$ cat config.mk
export PLATFORM = sky130hd
export DESIGN_NAME = seq_detect_ctrl
export DESIGN_NICKNAME = d
export VERILOG_FILES = /design/src/rtl/seq_detect_pkg.sv /design/src/rtl/seq_window_match.sv /design/src/rtl/seq_detect_ctrl.sv
export SDC_FILE = /design/constraint.sdc
export NUM_CORES = 1
export LEC_CHECK = 0
export ABC_CLOCK_PERIOD_IN_PS = 4800
export CORE_UTILIZATION = 58
export DETAILED_ROUTE_END_ITERATION = 6
export PLACE_DENSITY = 0.89
export SLEW_MARGIN = 20
export SYNTH_ARGS = -nofsm -noshare
export SYNTH_HDL_FRONTEND = slang
export SYNTH_SLANG_ARGS = --single-unit
$ cat constraint.sdc
create_clock -name clk -period 4.8 [get_ports clk]
set_clock_uncertainty 0.2 [all_clocks]
set_input_delay 0.72 -clock clk [delete_from_list [all_inputs] [get_ports clk]]
set_output_delay 0.72 -clock clk [all_outputs]
set_load 0.01 [all_outputs]
$ cat src/rtl/seq_detect_pkg.sv
// Shared types and helpers for the serial pattern-detection controller.
// Holds the FSM state encoding, default sizing and the length clamp.
package seq_detect_pkg;

    localparam int unsigned DefMaxLen = 8;
    localparam int unsigned DefCntW   = 8;

    typedef enum logic [1:0] {
        StIdle,
        StRun,
        StDone
    } state_e;

    // Zero-length patterns behave as length 1; oversize lengths saturate.
    function automatic logic [31:0] len_clamp(input logic [31:0] len,
                                              input int unsigned max_len);
        if (len == 32'd0) begin
            return 32'd1;
        end else if (len > 32'(max_len)) begin
            return 32'(max_len);
        end else begin
            return len;
        end
    endfunction

endpackage

$ cat src/rtl/seq_window_match.sv
// Serial bit window with a fill counter and a masked compare of the
// next window value against the low len bits of the pattern.
module seq_window_match #(
    parameter int unsigned MAX_LEN = 8,
    parameter int unsigned LEN_W   = $clog2(MAX_LEN + 1)
) (
    input  logic               clk,
    input  logic               rst,
    input  logic               shift_en,
    input  logic               x,
    input  logic               clr_fill,
    input  logic               fill_rst_on_match,
    input  logic [MAX_LEN-1:0] pattern,
    input  logic [LEN_W-1:0]   len,
    output logic               match_next
);

    logic [MAX_LEN-1:0] window_q;
    logic [MAX_LEN-1:0] window_next;
    logic [MAX_LEN-1:0] mask;
    logic [LEN_W-1:0]   fill_q, fill_d;
    logic [LEN_W:0]     fill_inc;
    logic               filled;

    assign window_next = {window_q[MAX_LEN-2:0], x};
    assign fill_inc    = {1'b0, fill_q} + {{LEN_W{1'b0}}, 1'b1};
    assign filled      = fill_inc >= {1'b0, len};

    always_comb begin
        mask = '0;
        for (int unsigned i = 0; i < MAX_LEN; i++) begin
            mask[i] = i < 32'(len);
        end
    end

    assign match_next = shift_en && filled && ((window_next & mask) == (pattern & mask));

    always_comb begin
        fill_d = fill_q;
        if (clr_fill) begin
            fill_d = '0;
        end else if (shift_en) begin
            if (match_next && fill_rst_on_match) begin
                fill_d = '0;
            end else if (filled) begin
                fill_d = len;
            end else begin
                fill_d = fill_inc[LEN_W-1:0];
            end
        end
    end

    always_ff @(posedge clk or posedge rst) begin
        if (rst) begin
            window_q <= '0;
            fill_q   <= '0;
        end else begin
            fill_q <= fill_d;
            if (shift_en) begin
                window_q <= window_next;
            end
        end
    end

endmodule

$ cat src/rtl/seq_detect_ctrl.sv
// Programmable serial pattern detector: config handshake, IDLE/RUN/DONE
// sequencing, saturating match counter and a registered hit pulse.
module seq_detect_ctrl
    import seq_detect_pkg::*;
#(
    parameter int unsigned MAX_LEN = DefMaxLen,
    parameter int unsigned CNT_W   = DefCntW,
    parameter int unsigned LEN_W   = $clog2(MAX_LEN + 1)
) (
    input  logic               clk,
    input  logic               rst,
    input  logic               cfg_valid,
    output logic               cfg_ready,
    input  logic [MAX_LEN-1:0] cfg_pattern,
    input  logic [LEN_W-1:0]   cfg_len,
    input  logic               cfg_overlap,
    input  logic [CNT_W-1:0]   cfg_target,
    input  logic               start,
    input  logic               abort,
    input  logic               x_valid,
    input  logic               x,
    output logic               hit,
    output logic [CNT_W-1:0]   match_cnt,
    output logic               busy,
    output logic               done
);

    state_e             state_q, state_d;
    logic [MAX_LEN-1:0] pattern_q;
    logic [LEN_W-1:0]   len_q;
    logic               overlap_q;
    logic [CNT_W-1:0]   target_q;
    logic [CNT_W-1:0]   cnt_q, cnt_d, cnt_inc;
    logic               hit_q, hit_d;
    logic               done_q, done_d;
    logic               cfg_acc;
    logic               start_go;
    logic               shift_en;
    logic               match_next;

    assign cfg_ready = state_q != StRun;
    assign cfg_acc   = cfg_valid && cfg_ready;
    assign start_go  = start && !abort;
    // A start in RUN restarts cleanly, so the bit offered that cycle is dropped.
    assign shift_en  = (state_q == StRun) && x_valid && !start && !abort;
    assign cnt_inc   = (cnt_q == '1) ? cnt_q : cnt_q + {{(CNT_W-1){1'b0}}, 1'b1};

    seq_window_match #(
        .MAX_LEN (MAX_LEN),
        .LEN_W   (LEN_W)
    ) u_window (
        .clk               (clk),
        .rst               (rst),
        .shift_en          (shift_en),
        .x                 (x),
        .clr_fill          (start_go),
        .fill_rst_on_match (!overlap_q),
        .pattern           (pattern_q),
        .len               (len_q),
        .match_next        (match_next)
    );

    always_comb begin
        state_d = state_q;
        cnt_d   = cnt_q;
        hit_d   = 1'b0;
        done_d  = done_q;
        if (cfg_acc) begin
            done_d = 1'b0;
        end
        if (abort) begin
            state_d = StIdle;
        end else if (start) begin
            state_d = StRun;
            cnt_d   = '0;
            done_d  = 1'b0;
        end else if (match_next) begin
            hit_d = 1'b1;
            cnt_d = cnt_inc;
            if ((target_q != '0) && (cnt_inc == target_q)) begin
                state_d = StDone;
                done_d  = 1'b1;
            end
        end
    end

    always_ff @(posedge clk or posedge rst) begin
        if (rst) begin
            state_q   <= StIdle;
            cnt_q     <= '0;
            hit_q     <= 1'b0;
            done_q    <= 1'b0;
            pattern_q <= '0;
            len_q     <= LEN_W'(1);
            overlap_q <= 1'b0;
            target_q  <= '0;
        end else begin
            state_q <= state_d;
            cnt_q   <= cnt_d;
            hit_q   <= hit_d;
            done_q  <= done_d;
            if (cfg_acc) begin
                pattern_q <= cfg_pattern;
                len_q     <= LEN_W'(len_clamp(32'(cfg_len), MAX_LEN));
                overlap_q <= cfg_overlap;
                target_q  <= cfg_target;
            end
        end
    end

    assign hit       = hit_q;
    assign match_cnt = cnt_q;
    assign busy      = state_q == StRun;
    assign done      = done_q;

endmodule

==> results.md <==
* DIE AREA at 4590 um2
* DRC Markers at 0
* Status: complete, no violations
* Post-Syn Area per Cell at 10.4 um2
* Area delta synth->final at 20.0%
* Final WL at 5270 um
* Post-synth ARST share at 100%
* Post-cts sizing count at 0
* Max clock buf depth at 2
* Core Region at 4090 um2
* VDD IR max at 0.000267 V
* CTS tree: built
* CTS sink cnt at 44
* ANT nets after route at 0
* RSZ-0062 raised after global routing: no
* # H-tree levels at 2
* Wire per inst at 16.1 um
* Mapped Area at 2500 um2
* Total gr overflow at 0
* WP data required at 4.77 ns
* Largest net degree at the start of global routing at 45
* Starting DRT DRC Count at between 150 and 200
* Placement Rows at 23
* Mapped Nets at 275
* Top cells by count, synth: 43 x dfrtp_1, 26 x mux2_2, 15 x nand2_1, 14 x a21oi_1, 14 x nor2_1
* CP Class: primary input to flip-flop
* First-pass iteration count of the detailed router at 4
* Hold_buf cts at 0
* GP Congestion at just over 0.9
* Chip width at 67.7 um
* Pwr/cell area at 303 nW/um2
* I/O pin count at 40
* Clk_lat worst skew at 0.30 ns
* Crit. End Element: flip-flop
* Leakage at 1.24 nW
* Synth unique cells at 49
* Post-CTS Repair Setup Buffers at 0
* Net count, final at 310
* Final setup fails at 0
* FF+latch count, synth at 44
* Root Buffer: clkbuf_8
* Vias in the first global route at 1855
* Top-area cell type share of the netlist area at 43.0%
* Initial antenna violation count at 0
* Dpl hpwl at 3900 um
* Worst slew margin at 38.3%
* # port buffers at 39
* Hold Vio Cnt, Final at 0
* Ratio of cells with drive above 1 in the final layout at 16.6%
* Startpoint Class: primary input
* Vias at 1967
* Crit path max fanout at 16
* Pwr Total at 0.912 mW
* Minimum clock period at 3.49 ns
* Setup TNS at 0 ns
* Initial Util at 61.3%
* Achievable frequency at ~0.29 GHz
* Vias per Instance at 6.02
* CTS buffer count at 5
* Max-Cap Viols at 0
* Synth warnings at 0
* Gr usage total at 26.1%
* Yosys top cell by area: dfrtp_1
* Ys flop type: dfrtp_1
* Clock transition at path regs at 0.09 ns
* Global-route wire length before repair at 8760 um
* Critical path data arrival time at around 3.5 ns
* Top-count cell post-synth: dfrtp_1
* Post-synth EDFFs at 0
* Period utilisation layout at around 73%
* Worst Max-Slew Pin Slew at 0.924 ns
* # diodes at 0
* Die H at roughly 68 um
* Synth area leaders: dfrtp_1 43%, mux2_2 12%, xnor2_1 4.2%, ha_1 3.0%, a21oi_1 2.8%
* Sequential-to-total area share from yosys stat at 44.0%
* HP Class: flip-flop to flip-flop
* Cells after Synth at 241
* Number of max-slew violations in the final report at 0
## area by class of cell
type                    instances  area (um2)
inverters                       6        22.5
flip-flops and latches         44        1100
clock inverters                 3        42.5
multi-input cells             179        1310
well taps                      50        62.6
repair buffers                 40         398
clock buffers                   5        68.8
fillers                       305        1080
## where the power goes
| part | internal, mW | switching (mW) | total, mW |
|---|---|---|---|
| combinational | 0.0976 | 0.0777 | 0.175 |
| sequential | 0.410 | 0.0415 | 0.451 |
| clock | 0.154 | 0.131 | 0.285 |
## stage by stage
step                util, %  cell area (um2)  worst slack (ns)  instances  hold slack [ns]
global route           73.6             3010              1.09        327            0.312
detailed placement     70.9             2900              1.05        319            0.270
finish                 73.6             3010              1.31        327            0.300
global placement       70.9             2900              1.20        319            0.253
floorplan                 -             2500              2.31        241            0.243
CTS                    73.6             3010              1.37        327            0.292
## final timing paths
kind / cells past startpoint / start / to / slack [ns]
max in group asynchronous: 3 / rst / match_cnt[3] / 3.36
min in group asynchronous: 3 / rst / u_window.window_q[6] / 0.66
worst max register to register: 8 / u_window.fill_q[0] / u_window.fill_q[3] / 1.85
worst max-delay path: 7 / abort / u_window.fill_q[3] / 1.31
worst min-delay path: 2 / state_q[1] / state_q[1] / 0.30
worst min register to register: 2 / state_q[1] / state_q[1] / 0.30
## cell usage in the layout, fill, tap and decap left out, types with 2 or more instances in the layout
| cell | instances |
|---|---|
| xor2_1 | 3 |
| nand2_1 | 15 |
| nor3_1 | 4 |
| inv_1 | 6 |
| nor2b_1 | 2 |
| nand4_1 | 3 |
| nand2b_1 | 8 |
| nand3_1 | 11 |
| clkdlybuf4s50_1 | 39 |
| and3_1 | 4 |
| o31ai_1 | 5 |
| o22ai_1 | 3 |
| mux2_2 | 26 |
| nor4b_1 | 3 |
| nor4_1 | 5 |
| o21ai_0 | 5 |
| and4b_1 | 2 |
| a21oi_1 | 14 |
| a31oi_1 | 3 |
| o21ai_2 | 2 |
| ha_1 | 6 |
| or3_1 | 2 |
| o21bai_1 | 2 |
| dfrtp_1 | 43 |
| nor2_1 | 14 |
| clkbuf_8 | 5 |
| a211oi_1 | 5 |
| mux2i_1 | 3 |
| xnor2_1 | 12 |
## layer usage
metal,track usage [%],up-vias,part of all wire (%)
met5,0,-,0
met4,11.4,0,1.7
met3,4.39,10,5.2
met2,40.5,67,46
met1,35.5,938,48
li1,-,952,-
## registers in the layout, indices dropped and copies added (netlist names), 2 cells and up
signal,flops
u_window.window_q,7
target_q,8
len_q,4
state_q,2
match_cnt,8
u_window.fill_q,4
pattern_q,8
## logic make-up (layout without fill, tap and decap cells)
group	count (synthesis)	count (layout)	share of synthesized area (%)
and+or+nand+nor	79	79	17.3
muxes	30	30	13.8
xor gates and xnor gates	15	15	5.24
adders and majority gates	6	6	3.00
AOI/OAI and AO/OA	49	49	12.9
buffers and inverters	18	54	3.70
DFF	44	44	44.0
## critical path: stages
cell             delay, ns
clkdlybuf4s50_1       0.59
nor2_1                0.22
nand3_1               0.48
nor4_1                0.55
and3_1                0.42
nor2b_1               0.35
o31ai_1               0.12
(Power assumes the default switching activity.)
